## src/rtl/lc_ctrl_pkg.sv

```systemverilog
// rtl/lc_ctrl_pkg.sv - lifecycle multi-bit signal types shared with lc_ctrl
// Purpose: lc_tx_t encoding used on the clock-bypass handshake.
//   On/Off are the only valid values; every other 4-bit pattern is invalid.
package lc_ctrl_pkg;

  typedef enum logic [3:0] {
    On  = 4'b0101,
    Off = 4'b1010
  } lc_tx_t;

endpackage

```

## src/rtl/lc_pwr_init_seq_pkg.sv

```systemverilog
// rtl/lc_pwr_init_seq_pkg.sv - state encoding and helpers for lc_pwr_init_seq
// Purpose: init sequencer state enum (also the debug encoding on seq_state_o)
//   and a small max helper used for counter sizing.
package lc_pwr_init_seq_pkg;

  typedef enum logic [2:0] {
    StIdle  = 3'd0,
    StDelay = 3'd1,
    StInit  = 3'd2,
    StDone  = 3'd3,
    StError = 3'd4
  } seq_state_e;

  function automatic int unsigned max_u(input int unsigned a, input int unsigned b);
    return (a > b) ? a : b;
  endfunction

endpackage

```

## src/rtl/pwrmgr_pkg.sv

```systemverilog
// rtl/pwrmgr_pkg.sv - power manager <-> lc_ctrl handshake structures
// Purpose: request/response structs exchanged between the power-side
//   sequencer and lc_ctrl.
package pwrmgr_pkg;

  typedef struct packed {
    logic lc_init;
  } pwr_lc_req_t;

  typedef struct packed {
    logic lc_done;
    logic lc_idle;
  } pwr_lc_rsp_t;

endpackage

```

## src/rtl/lc_byp_ack_gen.sv

```systemverilog
// rtl/lc_byp_ack_gen.sv - fixed-latency clock-bypass acknowledge generator
// Purpose: acknowledges a stable On request BypAckDelay edges after it is
//   first sampled; any non-On request (including invalid encodings) drops the
//   ack to Off on the next edge.
// Ports:
//   clk     in  : clock
//   reset_n in  : synchronous active-low reset
//   enable  in  : path runs only while high; low forces ack Off
//   req     in  : bypass request (lc_tx_t)
//   ack     out : registered bypass acknowledge, only ever On or Off
module lc_byp_ack_gen
  import lc_ctrl_pkg::*;
#(
  parameter int unsigned BypAckDelay = 4
) (
  input  logic   clk,
  input  logic   reset_n,
  input  logic   enable,
  input  lc_tx_t req,
  output lc_tx_t ack
);

  localparam int unsigned AW = $clog2(BypAckDelay + 1);
  localparam logic [AW-1:0] CntSat  = AW'(BypAckDelay);
  // Count value seen on the edge that completes BypAckDelay consecutive On samples.
  localparam logic [AW-1:0] ArmLast = AW'(BypAckDelay - 1);

  logic [AW-1:0] cnt_q;

  always_ff @(posedge clk) begin
    if (!reset_n || !enable) begin
      cnt_q <= '0;
      ack   <= Off;
    end else if (req == On) begin
      if (cnt_q != CntSat) begin
        cnt_q <= cnt_q + 1'b1;
      end
      ack <= (cnt_q >= ArmLast) ? On : Off;
    end else begin
      cnt_q <= '0;
      ack   <= Off;
    end
  end

endmodule

```

## src/rtl/lc_pwr_init_seq.sv

```systemverilog
// rtl/lc_pwr_init_seq.sv - power-side lc_ctrl init and clock-bypass sequencer
// Purpose: after power-good, waits InitDelay cycles, raises lc_init and waits
//   for lc_done under a DoneTimeout watchdog; answers clock-bypass requests.
// Ports:
//   clk               in  : clock
//   reset_n           in  : synchronous active-low reset
//   cptra_pwrgood     in  : power-good level; low aborts everything
//   pwr_lc_o          in  : lc_ctrl response (lc_done, lc_idle)
//   pwr_lc_i          out : lc_ctrl request (only lc_init driven)
//   lc_clk_byp_req_o  in  : clock-bypass request from lc_ctrl
//   lc_clk_byp_ack_i  out : clock-bypass acknowledge to lc_ctrl
//   init_done_o       out : sticky, lc_done seen in INIT
//   init_err_o        out : sticky, timeout or lc_done seen in DELAY
//   seq_state_o       out : current state encoding for debug
module lc_pwr_init_seq
  import lc_ctrl_pkg::*;
  import pwrmgr_pkg::*;
  import lc_pwr_init_seq_pkg::*;
#(
  parameter int unsigned InitDelay   = 500,
  parameter int unsigned DoneTimeout = 10000,
  parameter int unsigned BypAckDelay = 4
) (
  input  logic        clk,
  input  logic        reset_n,
  input  logic        cptra_pwrgood,
  input  pwr_lc_rsp_t pwr_lc_o,
  output pwr_lc_req_t pwr_lc_i,
  input  lc_tx_t      lc_clk_byp_req_o,
  output lc_tx_t      lc_clk_byp_ack_i,
  output logic        init_done_o,
  output logic        init_err_o,
  output logic [2:0]  seq_state_o
);

  localparam int unsigned CntMax = max_u(InitDelay, DoneTimeout);
  localparam int unsigned CW     = $clog2(CntMax + 1);
  localparam logic [CW-1:0] CntSat   = CW'(CntMax);
  localparam logic [CW-1:0] InitLast = CW'(InitDelay - 1);
  localparam logic [CW-1:0] DoneLast = CW'(DoneTimeout - 1);

  seq_state_e    state_q;
  logic [CW-1:0] cnt_q;
  logic [CW-1:0] cnt_inc;
  logic          lc_init_q;

  // lc_idle is observed for debug visibility only and never steers the FSM.
  logic unused_lc_idle;
  assign unused_lc_idle = pwr_lc_o.lc_idle;

  assign cnt_inc = (cnt_q == CntSat) ? cnt_q : cnt_q + 1'b1;

  always_ff @(posedge clk) begin
    if (!reset_n || !cptra_pwrgood) begin
      state_q     <= StIdle;
      cnt_q       <= '0;
      lc_init_q   <= 1'b0;
      init_done_o <= 1'b0;
      init_err_o  <= 1'b0;
    end else begin
      case (state_q)
        StIdle: begin
          state_q <= StDelay;
          cnt_q   <= '0;
        end
        StDelay: begin
          // An lc_done before we ever asked for init is a protocol error.
          if (pwr_lc_o.lc_done) begin
            state_q    <= StError;
            init_err_o <= 1'b1;
          end else if (cnt_q == InitLast) begin
            state_q   <= StInit;
            cnt_q     <= '0;
            lc_init_q <= 1'b1;
          end else begin
            cnt_q <= cnt_inc;
          end
        end
        StInit: begin
          // lc_done takes precedence over a coincident timeout.
          if (pwr_lc_o.lc_done) begin
            state_q     <= StDone;
            lc_init_q   <= 1'b0;
            init_done_o <= 1'b1;
          end else if (cnt_q == DoneLast) begin
            state_q    <= StError;
            lc_init_q  <= 1'b0;
            init_err_o <= 1'b1;
          end else begin
            cnt_q <= cnt_inc;
          end
        end
        StDone, StError: begin
          state_q <= state_q;
        end
        default: begin
          state_q   <= StIdle;
          cnt_q     <= '0;
          lc_init_q <= 1'b0;
        end
      endcase
    end
  end

  always_comb begin
    pwr_lc_i         = '0;
    pwr_lc_i.lc_init = lc_init_q;
  end

  assign seq_state_o = state_q;

  lc_byp_ack_gen #(
    .BypAckDelay(BypAckDelay)
  ) u_byp_ack_gen (
    .clk    (clk),
    .reset_n(reset_n),
    .enable (cptra_pwrgood),
    .req    (lc_clk_byp_req_o),
    .ack    (lc_clk_byp_ack_i)
  );

endmodule

```

## config.mk

```make
export PLATFORM = sky130hd
export DESIGN_NAME = lc_pwr_init_seq
export DESIGN_NICKNAME = d
export VERILOG_FILES = /design/src/rtl/lc_ctrl_pkg.sv /design/src/rtl/lc_pwr_init_seq_pkg.sv /design/src/rtl/pwrmgr_pkg.sv /design/src/rtl/lc_byp_ack_gen.sv /design/src/rtl/lc_pwr_init_seq.sv
export SDC_FILE = /design/constraint.sdc
export NUM_CORES = 1
export LEC_CHECK = 0
export ABC_AREA = 1
export CAP_MARGIN = 30
export CORE_ASPECT_RATIO = 1.5
export CORE_MARGIN = 5
export CORE_UTILIZATION = 58
export CTS_BUF_LIST = sky130_fd_sc_hd__clkbuf_8
export DETAILED_ROUTE_END_ITERATION = 8
export GPL_TIMING_DRIVEN = 0
export PLACE_DENSITY = 0.82
export SLEW_MARGIN = 20
export SYNTH_ARGS = -nofsm -noshare
export SYNTH_HDL_FRONTEND = slang
export SYNTH_HIERARCHICAL = 1
export SYNTH_SLANG_ARGS = --single-unit
```

## constraint.sdc

```tcl
create_clock -name clk -period 1.9 [get_ports clk]
set_input_delay 0.57 -clock clk [delete_from_list [all_inputs] [get_ports clk]]
set_output_delay 0.57 -clock clk [all_outputs]
set_load 0.02 [all_outputs]
```

==> reports/metrics.cfg <==
[setup_path]
worstSetupPathType=reg -> out
path_cells=clkdlybuf4s50_1
cp_top_family=buffers and inverters
max_stage_delay_ns=0.62
cp-start-kind=flop
end_kind=primary output
cp.arrival_ns=1.23
cp.required_ns=1.33
critPathMaxFanout=2
crit_slowest_cell=clkdlybuf4s50_1
crit_buf_inv=1

[flow_run]
max_cap_viol_count=0

[sta]
fin_skew_ns=0.007309
rsz0062_at_grt=no
post-route-period-util_pct=94.70
hold_viol_final=0
setup_viol_count_final=0
layout_setup_ws_ns=0.1007
slew_headroom_pct=72.91
tightest_slew_ns=0.4042
period_needed_ns=1.799
fmax_ghz=0.5558
maxSlewViolCount=0

[die]
num_rows=23
core_area_um2=2676
die_h_um=74.84
die_w_um=53.22
dieArea_um2=3983
initial_core_util_pct=60.73
io_pins=19

[placed_design]
dp_hpwl_um=2871
dpl_worst_slack_ns=-0.2331
numPortBuffers=17
place_congestion=0.8749

[detailed_routing]
first_pass_iters=4
drt_iter0_drc=32
dr_total_vias=1613
vias_per_cell=5.088
routed_wl_um=3663
drc=0
post_drt_wl_per_cell_um=11.56
postRouteAntennaNets=0

[clock_network]
post-cts-setup-buffers=0
cts_tree=done
htreeDepth=1
hold_buffers=0
cts_root_buf=clkbuf_8
clock_path_buffers=2
clock_sinks=25
cts_buffers=3
worstSkewPairLatency_ns=0.28
clk_pin_slew_worst_paths_ns=0.09

[yosys]
ys_warn_count=6
synth_seq_cells=25
syn_inst=259
ys_seq_area_share_pct=30.79
syn_avg_cell_area_um2=6.275
synth_area_leaders=dfxtp_1, nand2_1, nor2_1, inv_1, nand3_1
synth_nets=273
yosysUniqueCellTypes=23
synth_area_leader_cell=dfxtp_1
synth_top_area_share_pct=30.79
syn-cell-area_um2=1625

[power]
power_switching_uw=317.8
vdd_drop_max_v=0.0005042
p_leak_nw=0.8316
swShare_pct=29.66
p_total_mw=1.071
p_per_area_nw_per_um2=564.8
pwr-share-clk_pct=30.8
p_int_uw=753.6
pwr-share-comb_pct=18.5
p_seq_share_pct=50.7

[finish]
final_common_cell=nand2_1
diodes=0
area_delta_synth_final_pct=16.71
final.fill_count=252
nets=295
final_layout_size_suffix_gt1_share_pct=10.36
final_cell_mix=nand2_1, nor2_1, inv_1

[global_routing]
grt_usage_pct=20.19
grt_start_max_net_pins=16
grt_pass1_vias=1480
antenna_found_initial=0
gr-total-overflow=0
grt_first_pass_wirelength_um=6099

[min_path]
worst_hold_path_type=reg -> reg

[outcome]
outcome=completed

==> path summary, 6_finish.rpt <==
| path | start | to | slack [ns] | cells after the start |
|---|---|---|---|---|
| setup / recovery | u_byp_ack_gen/ack[2] | lc_clk_byp_ack_i[0] | 0.10 | 1 |
| hold / removal | init_err_o | init_err_o | 0.46 | 2 |
| setup reg to reg | cnt_q[0] | cnt_q[2] | 0.19 | 9 |
| hold reg to reg | init_err_o | init_err_o | 0.46 | 2 |
==> synthesized netlist by cell type, drive strengths merged <==
cell type,count
a21oi,14
xnor2,1
dfxtp,25
nand4,12
nor3,2
o21ai,5
ha,5
nand2,73
nand3,28
xor2,1
and2,1
inv,43
buf,4
nor2,45
==> cell families after synthesis <==
kind of cell	synth area share [%]
and+or+nand+nor	46.19
xor gates and xnor gates	1.078
buffers and inverters	12.24
DFF	30.79
AOI/OAI and AO/OA	5.851
adders and majority gates	3.849
==> power groups by stage <==
stage	Sequential (mW)	Clock, mW	Combinational (mW)
floorplan	0.561	0	0.130
global placement	0.555	0	0.196
detailed placement	0.555	0	0.199
CTS	0.543	0.333	0.197
global route	0.545	0.350	0.219
finish	0.543	0.330	0.199
==> state kept, by name, summed over array words and instances, names as in the netlist <==
signal and count:
cnt_q 14, seq_state_o 3, u_byp_ack_gen/cnt_q 3, u_byp_ack_gen/ack 2, init_done_o 1, init_err_o 1, pwr_lc_i 1
==> stage by stage <==
| step | instance area (µm²) | setup TNS, ns | util, % | std cells | hold WS, ns |
|---|---|---|---|---|---|
| 6_report | 1897 | 0 | 70.87 | 317 | 0.4642 |
| 5_1_grt | 1897 | 0 | 70.87 | 317 | 0.4938 |
| 4_1_cts | 1887 | 0 | 70.50 | 317 | 0.4720 |
| 3_5_place_dp | 1842 | -2.434 | 68.82 | 313 | 0.4562 |
| 3_3_place_gp | 1842 | -1.996 | 68.82 | 313 | 0.4402 |
| 2_1_floorplan | 1625 | 0 | - | 259 | 0.4701 |
==> metal layers <==
metal,routed length (µm),GRT usage [%]
met1,1472,21.50
met2,1996,38.34
met3,150,2.970
met4,44,8.239
met5,0,0
==> cell type report <==
cell class / instances / area [µm²] / share of cell area, %
Inverter: 43 / 161.4 / 8.509
Buffer: 4 / 37.54 / 1.979
Tap cell: 37 / 46.29 / 2.441
Clock buffer: 3 / 41.29 / 2.177
Sequential cell: 25 / 500.5 / 26.39
Multi-Input combinational cell: 187 / 930.9 / 49.08
Clock inverter: 1 / 7.507 / 0.3958
Timing Repair Buffer: 17 / 171.4 / 9.037
==> repair_timing <==
| item | 4_1_cts | 5_1_grt |
|---|---|---|
| pin swaps | 0 | 1 |
| gates resized for setup | 3 | 3 |
| setup endpoints to repair | 3 | 8 |
Power figures use the tool's default switching activity.
